--- config.mk ---
export PLATFORM = sky130hd
export DESIGN_NAME = alu_scheduler_flat
export DESIGN_NICKNAME = d
export VERILOG_FILES = /design/src/rtl/alu_scheduler_pkg.sv /design/src/rtl/alu_scheduler_if.sv /design/src/rtl/alu_scheduler_arb.sv /design/src/rtl/alu_scheduler.sv /design/src/flat_wrapper.sv
export SDC_FILE = /design/constraint.sdc
export NUM_CORES = 1
export LEC_CHECK = 0
export CORE_MARGIN = 4
export CORE_UTILIZATION = 46
export CTS_CLUSTER_DIAMETER = 200
export CTS_CLUSTER_SIZE = 25
export DETAILED_ROUTE_END_ITERATION = 8
export PLACE_DENSITY = 0.85
export SYNTH_ARGS = -nofsm -noshare
export SYNTH_HDL_FRONTEND = slang
export SYNTH_SLANG_ARGS = --single-unit
--- constraint.sdc ---
create_clock -name clk -period 7.1 [get_ports clk]
set_input_delay 1.775 -clock clk [delete_from_list [all_inputs] [get_ports clk]]
set_output_delay 1.775 -clock clk [all_outputs]
set_load 0.01 [all_outputs]
--- src/rtl/alu_scheduler_pkg.sv ---
// Shared definitions for the ALU scheduler: op codes, FSM states, flag positions
// and op classification helpers.
package alu_sched_pkg;

  localparam logic [3:0] ALU_ADD = 4'b0000;
  localparam logic [3:0] ALU_SUB = 4'b0001;
  localparam logic [3:0] ALU_AND = 4'b0010;
  localparam logic [3:0] ALU_OR  = 4'b0011;
  localparam logic [3:0] ALU_XOR = 4'b0100;
  localparam logic [3:0] ALU_NOT = 4'b0101;
  localparam logic [3:0] ALU_LSA = 4'b0110;
  localparam logic [3:0] ALU_RSA = 4'b0111;
  localparam logic [3:0] ALU_LSL = 4'b1000;
  localparam logic [3:0] ALU_RSL = 4'b1001;
  localparam logic [3:0] ALU_DIV = 4'b1010;

  localparam int FLAG_Z = 3;
  localparam int FLAG_N = 2;
  localparam int FLAG_C = 1;
  localparam int FLAG_V = 0;

  typedef enum logic [1:0] {
    IDLE  = 2'd0,
    EXEC  = 2'd1,
    SHIFT = 2'd2,
    DONE  = 2'd3
  } state_t;

  function automatic logic is_shift(input logic [3:0] op);
    return (op >= ALU_LSA) && (op <= ALU_RSL);
  endfunction

  function automatic logic is_legal(input logic [3:0] op);
    return op <= ALU_DIV;
  endfunction

endpackage

--- src/rtl/alu_scheduler_if.sv ---
// Request/response and ALU bus between the two requesters, the scheduler and the ALU.
// The master side is the requester/ALU environment, the slave side is the scheduler.
interface alu_scheduler_if #(
  parameter int N   = 32,
  parameter int SHW = 5
);
  logic           req0_valid;
  logic           req0_ready;
  logic [N-1:0]   req0_a;
  logic [N-1:0]   req0_b;
  logic [3:0]     req0_op;
  logic [SHW-1:0] req0_shamt;

  logic           req1_valid;
  logic           req1_ready;
  logic [N-1:0]   req1_a;
  logic [N-1:0]   req1_b;
  logic [3:0]     req1_op;
  logic [SHW-1:0] req1_shamt;

  logic           rsp0_valid;
  logic           rsp1_valid;
  logic [N-1:0]   rsp_result;
  logic [3:0]     rsp_flags;

  logic [N-1:0]   alu_a;
  logic [N-1:0]   alu_b;
  logic [3:0]     alu_ctrl;
  logic [N-1:0]   alu_result;
  logic [3:0]     alu_flags;

  logic           busy;

  modport master (
    output req0_valid, req0_a, req0_b, req0_op, req0_shamt,
    output req1_valid, req1_a, req1_b, req1_op, req1_shamt,
    output alu_result, alu_flags,
    input  req0_ready, req1_ready, rsp0_valid, rsp1_valid, rsp_result, rsp_flags,
    input  alu_a, alu_b, alu_ctrl, busy
  );

  modport slave (
    input  req0_valid, req0_a, req0_b, req0_op, req0_shamt,
    input  req1_valid, req1_a, req1_b, req1_op, req1_shamt,
    input  alu_result, alu_flags,
    output req0_ready, req1_ready, rsp0_valid, rsp1_valid, rsp_result, rsp_flags,
    output alu_a, alu_b, alu_ctrl, busy
  );
endinterface

--- src/rtl/alu_scheduler_arb.sv ---
// Two-way round-robin arbiter; after each accepted grant the pointer moves to the
// requester that was not granted, so a waiting requester always wins next.
module rr_arbiter_2 (
  input  logic       clk,
  input  logic       rst_n,
  input  logic [1:0] req,
  input  logic       en,
  input  logic       advance,
  output logic [1:0] grant
);

  logic ptr;

  always_comb begin
    grant = 2'b00;
    if (en) begin
      if (&req) grant = ptr ? 2'b10 : 2'b01;
      else      grant = req;
    end
  end

  always_ff @(posedge clk or negedge rst_n) begin
    if (!rst_n)       ptr <= 1'b0;
    else if (advance) ptr <= grant[0];
  end

endmodule

--- src/rtl/alu_scheduler.sv ---
// Shares one combinational ALU between two requesters, sequencing multi-bit shifts
// as repeated single-bit ALU steps and returning result/flags to the owner.
module alu_scheduler
  import alu_sched_pkg::*;
#(
  parameter int N   = 32,
  parameter int SHW = 5
) (
  input logic            clk,
  input logic            rst_n,
  alu_scheduler_if.slave bus
);

  state_t         state, next_state;
  logic [N-1:0]   a_r, b_r, res_r;
  logic [3:0]     op_r, flg_r;
  logic [SHW-1:0] cnt;
  logic           owner;

  logic [1:0]     grant;
  logic           accept, sel;
  logic [N-1:0]   in_a, in_b;
  logic [3:0]     in_op;
  logic [SHW-1:0] in_shamt;

  rr_arbiter_2 u_arb (
    .clk     (clk),
    .rst_n   (rst_n),
    .req     ({bus.req1_valid, bus.req0_valid}),
    .en      (state == IDLE),
    .advance (accept),
    .grant   (grant)
  );

  assign accept         = |grant;
  assign sel            = grant[1];
  assign bus.req0_ready = grant[0];
  assign bus.req1_ready = grant[1];

  assign in_a     = sel ? bus.req1_a     : bus.req0_a;
  assign in_b     = sel ? bus.req1_b     : bus.req0_b;
  assign in_op    = sel ? bus.req1_op    : bus.req0_op;
  assign in_shamt = sel ? bus.req1_shamt : bus.req0_shamt;

  always_ff @(posedge clk or negedge rst_n) begin
    if (!rst_n) state <= IDLE;
    else        state <= next_state;
  end

  always_comb begin
    next_state = state;
    case (state)
      IDLE: begin
        if (accept) begin
          if (!is_legal(in_op))                            next_state = DONE;
          else if (is_shift(in_op) && in_shamt == '0)      next_state = DONE;
          else if (is_shift(in_op))                        next_state = SHIFT;
          else                                             next_state = EXEC;
        end
      end
      EXEC:    next_state = DONE;
      SHIFT:   if (cnt == SHW'(1)) next_state = DONE;
      DONE:    next_state = IDLE;
      default: next_state = IDLE;
    endcase
  end

  // Zero-length shifts and illegal ops resolve at accept time and skip the ALU.
  always_ff @(posedge clk or negedge rst_n) begin
    if (!rst_n) begin
      a_r   <= '0;
      b_r   <= '0;
      op_r  <= '0;
      cnt   <= '0;
      owner <= 1'b0;
      res_r <= '0;
      flg_r <= '0;
    end else begin
      case (state)
        IDLE: begin
          if (accept) begin
            a_r   <= in_a;
            b_r   <= in_b;
            op_r  <= in_op;
            cnt   <= in_shamt;
            owner <= sel;
            if (!is_legal(in_op)) begin
              res_r <= '0;
              flg_r <= '0;
            end else if (is_shift(in_op) && in_shamt == '0) begin
              res_r <= in_a;
              flg_r <= {in_a == '0, in_a[N-1], 2'b00};
            end
          end
        end
        EXEC: begin
          res_r <= bus.alu_result;
          flg_r <= bus.alu_flags;
        end
        SHIFT: begin
          a_r <= bus.alu_result;
          cnt <= cnt - SHW'(1);
          if (cnt == SHW'(1)) begin
            res_r <= bus.alu_result;
            flg_r <= bus.alu_flags;
          end
        end
        default: ;
      endcase
    end
  end

  always_comb begin
    bus.rsp0_valid = 1'b0;
    bus.rsp1_valid = 1'b0;
    bus.rsp_result = '0;
    bus.rsp_flags  = '0;
    bus.busy       = (state != IDLE);
    if (state == DONE) begin
      bus.rsp0_valid = !owner;
      bus.rsp1_valid = owner;
      bus.rsp_result = res_r;
      bus.rsp_flags  = flg_r;
    end
  end

  assign bus.alu_a    = a_r;
  assign bus.alu_b    = b_r;
  assign bus.alu_ctrl = op_r;

endmodule

--- src/flat_wrapper.sv ---
// flat-port wrapper written by rule: the top's interface ports become plain ports
module alu_scheduler_flat import alu_sched_pkg::*;
#(
  parameter int N   = 32,
  parameter int SHW = 5
)
  (clk, rst_n, bus_req0_valid, bus_req0_a, bus_req0_b, bus_req0_op, bus_req0_shamt, bus_req1_valid, bus_req1_a, bus_req1_b, bus_req1_op, bus_req1_shamt, bus_alu_result, bus_alu_flags, bus_req0_ready, bus_req1_ready, bus_rsp0_valid, bus_rsp1_valid, bus_rsp_result, bus_rsp_flags, bus_alu_a, bus_alu_b, bus_alu_ctrl, bus_busy);
  alu_scheduler_if #(.N(N), .SHW(SHW)) bus_i ();
  input logic clk;
  input logic rst_n;
  input wire logic [$bits(bus_i.req0_valid)-1:0] bus_req0_valid;
  input wire logic [$bits(bus_i.req0_a)-1:0] bus_req0_a;
  input wire logic [$bits(bus_i.req0_b)-1:0] bus_req0_b;
  input wire logic [$bits(bus_i.req0_op)-1:0] bus_req0_op;
  input wire logic [$bits(bus_i.req0_shamt)-1:0] bus_req0_shamt;
  input wire logic [$bits(bus_i.req1_valid)-1:0] bus_req1_valid;
  input wire logic [$bits(bus_i.req1_a)-1:0] bus_req1_a;
  input wire logic [$bits(bus_i.req1_b)-1:0] bus_req1_b;
  input wire logic [$bits(bus_i.req1_op)-1:0] bus_req1_op;
  input wire logic [$bits(bus_i.req1_shamt)-1:0] bus_req1_shamt;
  input wire logic [$bits(bus_i.alu_result)-1:0] bus_alu_result;
  input wire logic [$bits(bus_i.alu_flags)-1:0] bus_alu_flags;
  output wire logic [$bits(bus_i.req0_ready)-1:0] bus_req0_ready;
  output wire logic [$bits(bus_i.req1_ready)-1:0] bus_req1_ready;
  output wire logic [$bits(bus_i.rsp0_valid)-1:0] bus_rsp0_valid;
  output wire logic [$bits(bus_i.rsp1_valid)-1:0] bus_rsp1_valid;
  output wire logic [$bits(bus_i.rsp_result)-1:0] bus_rsp_result;
  output wire logic [$bits(bus_i.rsp_flags)-1:0] bus_rsp_flags;
  output wire logic [$bits(bus_i.alu_a)-1:0] bus_alu_a;
  output wire logic [$bits(bus_i.alu_b)-1:0] bus_alu_b;
  output wire logic [$bits(bus_i.alu_ctrl)-1:0] bus_alu_ctrl;
  output wire logic [$bits(bus_i.busy)-1:0] bus_busy;
  assign bus_i.req0_valid = bus_req0_valid;
  assign bus_i.req0_a = bus_req0_a;
  assign bus_i.req0_b = bus_req0_b;
  assign bus_i.req0_op = bus_req0_op;
  assign bus_i.req0_shamt = bus_req0_shamt;
  assign bus_i.req1_valid = bus_req1_valid;
  assign bus_i.req1_a = bus_req1_a;
  assign bus_i.req1_b = bus_req1_b;
  assign bus_i.req1_op = bus_req1_op;
  assign bus_i.req1_shamt = bus_req1_shamt;
  assign bus_i.alu_result = bus_alu_result;
  assign bus_i.alu_flags = bus_alu_flags;
  assign bus_req0_ready = bus_i.req0_ready;
  assign bus_req1_ready = bus_i.req1_ready;
  assign bus_rsp0_valid = bus_i.rsp0_valid;
  assign bus_rsp1_valid = bus_i.rsp1_valid;
  assign bus_rsp_result = bus_i.rsp_result;
  assign bus_rsp_flags = bus_i.rsp_flags;
  assign bus_alu_a = bus_i.alu_a;
  assign bus_alu_b = bus_i.alu_b;
  assign bus_alu_ctrl = bus_i.alu_ctrl;
  assign bus_busy = bus_i.busy;
  alu_scheduler #(.N(N), .SHW(SHW)) u_core (.clk(clk), .rst_n(rst_n), .bus(bus_i));
endmodule
==> results of run 1 <==
==> flip-flops by register name, indices dropped and copies added, names as in the netlist <==
name                 count
u_core.bus.alu_ctrl      4
u_core.state             2
u_core.bus.alu_b        32
u_core.flg_r             4
u_core.cnt               5
u_core.owner             1
u_core.res_r            32
u_core.u_arb.ptr         1
u_core.bus.alu_a        32
==> cell usage in the layout, fill, tap and decap left out, drive strengths merged, types with 2 or more instances in the layout <==
master         count
nand2             85
inv               13
nor2              42
o21ai             79
clkbuf            21
or4                2
mux2i             73
clkinvlp           3
o211ai             4
clkdlybuf4s50    293
a21boi             2
clkinv             3
nor3               2
nand3              3
or3                3
ha                 6
dfrtp            113
bufinv             4
a22o               2
o22ai              2
mux2              66
and2              37
nor4              17
a21oi             39
nand2b             3
buf                8
==> final cells by class <==
| class | instances | area [um2] |
|---|---|---|
| clock buffer | 21 | 470 |
| clock inverter | 10 | 158 |
| fill | 1000 | 3680 |
| multi-input combinational | 485 | 3420 |
| sequential | 113 | 2830 |
| tap | 180 | 225 |
| timing repair buffer | 301 | 2990 |
| inverter | 13 | 48.8 |
==> critical path, stage by stage <==
cell             delay (ns)
clkdlybuf4s50_1        0.54
and2b_1                0.22
or2_4                  0.61
inv_1                  0.08
clkdlybuf4s50_1        0.52
==> how the worst max path moves through the flow <==
stage / depth (start not counted) / endpoint / start / slack, ns
2_1_floorplan: 6 / bus_req1_ready / bus_req0_valid / 2.42
3_3_place_gp: 5 / bus_req1_ready / bus_req0_valid / 1.55
3_5_place_dp: 5 / bus_req1_ready / bus_req0_valid / 1.56
4_1_cts: 5 / bus_req1_ready / bus_req0_valid / 1.56
5_1_grt: 5 / bus_req1_ready / bus_req0_valid / 1.48
6_report: 5 / bus_req1_ready / bus_req0_valid / 1.57
==> where the power goes <==
group	switching, mW	internal (mW)
Clock	0.299	0.611
Combinational	1.20	1.33
Sequential	0.184	0.984
Total	1.68	2.92
==> routing by layer <==
layer | global-route usage | routed length (um) | vias to the layer above
li1 | - | - | 2850
met1 | 0.335 | 8710 | 2909
met2 | 0.439 | 10600 | 293
met3 | 0.0644 | 1580 | 50
met4 | 0.110 | 758 | 0
met5 | 0 | 0 | -
==> metrics by stage <==
stage | power, mW | setup WS [ns] | area [um2] | instances
6_report | 4.61 | 1.57 | 10100 | 1123
5_1_grt | 4.89 | 1.48 | 10100 | 1123
4_1_cts | 4.64 | 1.56 | 10100 | 1123
3_5_place_dp | 3.69 | 1.56 | 9520 | 1092
3_3_place_gp | 3.62 | 1.55 | 9520 | 1092
2_1_floorplan | 2.70 | 2.42 | 6480 | 655
==> cells by family (layout without fill, tap and decap cells) <==
| group | count (synthesis) | in the layout | share of synthesized area |
|---|---|---|---|
| fa+ha+maj | 6 | 6 | 0.0116 |
| buf+inv | 57 | 345 | 0.0401 |
| flops | 113 | 113 | 0.436 |
| compound gates | 138 | 138 | 0.119 |
| mux | 139 | 139 | 0.243 |
| simple gates | 202 | 202 | 0.150 |
==> results.cfg, run 1 <==
[clocking]
cts_max_path_buffers = 2
clk_latency_worst_skew_pair_ns = 0.41
cts_inserted_buffers = 17
postCtsHoldBufs = 0
cts.repair.resized = 0
cts.sinks = 113
cts.repair_timing.setup_buffer_count = 0
clk_transition_reported_paths_ns = 0.05
h-tree-depth = 4
tritoncts = done
root_buffer_selected_by_cts = clkbuf_16

[critical_path]
crit_path_max_fanout = 39
worst_setup_path_start_kind = input port
cp.required_ns = 5.33
regToRegStartpoint = u_core.state[0]
timing.critical_path.arrival_ns = 3.75
endpoint_kind = output port
crit_type = in -> out
regToRegEndpoint = u_core.res_r[31]
regToRegSetupSlack_ns = 3.40
reg2reg_depth = 9

[finish]
area_growth_pct = 56.4
post_route_cells_drive_above_1_share = 0.121
finish.net_count = 1123
post-route-util = 0.734
antenna_cells = 0

[timing]
final.hold.worst_slack_ns = 0.476
setup-violations-final = 0
clock.fmax_mhz = 181
worstMarginPinSlew_ns = 1.18
final-max-slew-violation-count = 0
hold_violations = 0
final.period_utilization = 0.779
grt_setup_unrepaired = no
timing.clock.skew_ns = 0.00938
slew-limit-headroom = 0.215
period_needed_ns = 5.53
fin_tns_setup_ns = 0

[floorplanning]
io_pins = 295
die_area_um2 = 16100
initial_utilization = 0.469
die_width_um = 127
coreArea_um2 = 13800
fp.dieH_um = 127
std_cell_rows = 43

[logic_synthesis]
share_of_async_settable_or_async_resettable_flops_after_synthesis = 1.00
synth-edff-count = 0
post-synth-top-area-fraction = 0.436
syn_area_um2 = 6480
ys_top_cells_by_area = dfrtp_1 44%, mux2i_1 11%, mux2_2 6.8%
sequential_share_of_the_synthesized_area = 0.436
net_count_after_synthesis = 847
syn-instance-count = 655
post-synth-top-area-cell = dfrtp_1
synth_most_common_cell = dfrtp_1
postSynthAreaPerCell_um2 = 9.90
synth_flop_cell = dfrtp_1
yosys-top-cells-count = 113 x dfrtp_1, 84 x nand2_1, 77 x o21ai_0
synthDistinctLibCells = 49
yosys_register_bits = 113
ys_warn_count = 0

[grt]
grt_max_degree = 77
grt_first_pass_wirelength_um = 33600
first_global_vias = 6220
globalRouteTotalUtil = 0.266
globalRouteOverflowTotal = 0
number_of_antenna_violations_at_the_first_check_in_global_routing = 0

[worst_hold_path]
worst_hold_path.num_cells = 2
min_from = u_core.bus.alu_b[17]
worstHoldPathType = reg -> reg
hold_path_end = u_core.bus.alu_b[17]

[route]
initialDrtViolationCount = 433
detail_route.drc_violations = 0
wl_per_cell_um = 19.3
routed_via_density = 5.43
dr.pass1.iters = 5
total_wire_length_after_detailed_routing_um = 21600
ant_nets = 0
detailroute.via_count = 6102

[power_and_ir_drop]
max-vdd-ir-drop_mv = 0.244
static-leakage-power_nw = 4.61
cellPowerDensity_nw_per_um2 = 454

[run]
max_cap_violations = 0

[placement]
gp_routability_congestion = 0.882
io_buffer_count = 294
detailed_place_hpwl_um = 15800

[status]
outcome = complete, no violations
(Power assumes the default switching activity.)
==> run 2: changes to the inputs <==
Settings changed: CORE_UTILIZATION 46 to 42, PLACE_DENSITY 0.85 to 0.78.
Clock period 7.1 ns to 5.8 ns, I/O delays scaled along.
==> results.cfg, run 2 (same netlist as run 1, synthesis figures left out) <==
[timing]
final-max-slew-violation-count = 0
worstMarginPinSlew_ns = 1.05
hold_violations = 0
timing.clock.skew_ns = 0.00688
final.period_utilization = 0.817
setup-violations-final = 0
period_needed_ns = 4.74
fin_tns_setup_ns = 0
grt_setup_unrepaired = no
clock.fmax_mhz = 211
slew-limit-headroom = 0.302

[power_and_ir_drop]
total_power_mw = 5.63
power.switching_mw = 2.09
max-vdd-ir-drop_mv = 0.321
p_clk_frac = 0.191
power.share.sequential = 0.252
combPwrFrac = 0.557
switching_part_of_the_total = 0.370
p_int_mw = 3.55
static-leakage-power_nw = 4.62
cellPowerDensity_nw_per_um2 = 555

[finish]
area_growth_pct = 56.6
filler_cell_count = 1234
multiInputGateArea_um2 = 3420
most_frequent_cells_in_the_layout = 293 x clkdlybuf4s50_1, 113 x dfrtp_1, 84 x nand2_1
final_common_cell = clkdlybuf4s50_1
final_cell_count_no_fill = 1134
antenna_cells = 0
finish.net_count = 1126
register_area_um2 = 2830
post_route_cells_drive_above_1_share = 0.124

[critical_path]
timing.critical_path.buf_inv = 3
crit_type = in -> out
critical_path.top_delay_family = buffers and inverters
cp.required_ns = 4.35
crit_path_max_fanout = 5
critical_path.slowest_cell = clkdlybuf4s50_1
timing.critical_path.arrival_ns = 3.29
timing.critical_path.cells = clkdlybuf4s50_1 -> nand2_2 -> o21ai_0 -> inv_1 -> clkdlybuf4s50_1
worst_setup_path_start_kind = input port
endpoint_kind = output port
cp_slowest_stage_delay_ns = 0.58
critical-path-top-cell-by-count = clkdlybuf4s50_1

[grt]
number_of_antenna_violations_at_the_first_check_in_global_routing = 0
globalRouteOverflowTotal = 0
grt_max_degree = 80
grt_first_pass_wirelength_um = 34100
first_global_vias = 6196
globalRouteTotalUtil = 0.248

[clocking]
cts_max_path_buffers = 2
cts.sinks = 113
cts.repair_timing.setup_buffer_count = 0
h-tree-depth = 4
postCtsHoldBufs = 0
root_buffer_selected_by_cts = clkbuf_16
cts_inserted_buffers = 17
clk_transition_reported_paths_ns = 0.05
clk_latency_worst_skew_pair_ns = 0.41
tritoncts = done
cts.repair.resized = 0

[run]
max_cap_violations = 0

[floorplanning]
coreArea_um2 = 15100
fp.dieH_um = 132
initial_utilization = 0.428
die_area_um2 = 17500
std_cell_rows = 45
io_pins = 295
die_width_um = 132

[placement]
gp_routability_congestion = 0.866
detailed_place_hpwl_um = 16300
place.detailed.instances = 1103
io_buffer_count = 294

[status]
outcome = complete, no violations

[route]
wl_per_cell_um = 19.3
detail_route.drc_violations = 0
total_wire_length_after_detailed_routing_um = 21900
initialDrtViolationCount = 297
detailroute.via_count = 6022
dr.pass1.iters = 4
routed_via_density = 5.31
ant_nets = 0

[worst_hold_path]
worstHoldPathType = reg -> reg
==> run 2: cell count changes in the layout (fill, tap and decap cells not counted) <==
cell / change
clkinv_2: +1
buf_4: +3
bufinv_16: -1
clkinvlp_4: -1
clkinv_4: +1
==> run 2: tightest hold or removal path, cell delays in order, from the launching register on <==
cell and delay, ns:
dfrtp_1 0.33, nand2_1 0.04, o21ai_0 0.06
==> run 2: power by group through the flow <==
stage	sequential (mW)	combinational [mW]	clock (mW)
2_1_floorplan	1.50	1.81	0
3_3_place_gp	1.40	3.09	0
3_5_place_dp	1.42	3.16	0
4_1_cts	1.42	3.16	1.09
5_1_grt	1.47	3.38	1.13
6_report	1.42	3.14	1.08
==> run 2: final cells by class <==
class,count,area share
inverters,13,0.00481
multi-input cells,485,0.337
repair buffers,304,0.297
clock buffers,21,0.0463
clock inverters,10,0.0132
flip-flops and latches,113,0.278
well taps,188,0.0232
==> run 2: final timing paths <==
| path | start | endpoint | slack [ns] | depth (start not counted) |
|---|---|---|---|---|
| worst max-delay path | bus_req1_valid | bus_req0_ready | 1.06 | 5 |
| worst min-delay path | u_core.bus.alu_b[2] | u_core.bus.alu_b[2] | 0.47 | 2 |
| worst max register to register | u_core.state[0] | u_core.res_r[0] | 2.71 | 8 |
| min in group asynchronous | rst_n | u_core.bus.alu_a[25] | 1.21 | 1 |
| max in group asynchronous | rst_n | u_core.flg_r[1] | 3.46 | 2 |
| worst min register to register | u_core.bus.alu_b[2] | u_core.bus.alu_b[2] | 0.47 | 2 |
==> run 2: per-stage QoR <==
stage / util / setup WS [ns] / area [um2] / hold WS [ns]
floorplan: - / 1.77 / 6480 / 0.440
global placement: 0.630 / 1.05 / 9550 / 0.458
detailed placement: 0.630 / 1.05 / 9550 / 0.464
CTS: 0.670 / 1.03 / 10200 / 0.478
global route: 0.670 / 0.979 / 10200 / 0.493
finish: 0.670 / 1.06 / 10200 / 0.474
==> run 2: metal layers <==
| layer | share of wire | GRT usage | wire length [um] |
|---|---|---|---|
| met2 | 0.50 | 0.427 | 10900 |
| met4 | 0.020 | 0.0831 | 438 |
| met3 | 0.075 | 0.0752 | 1650 |
| met1 | 0.41 | 0.295 | 8920 |
| met5 | 0 | 0 | 0 |
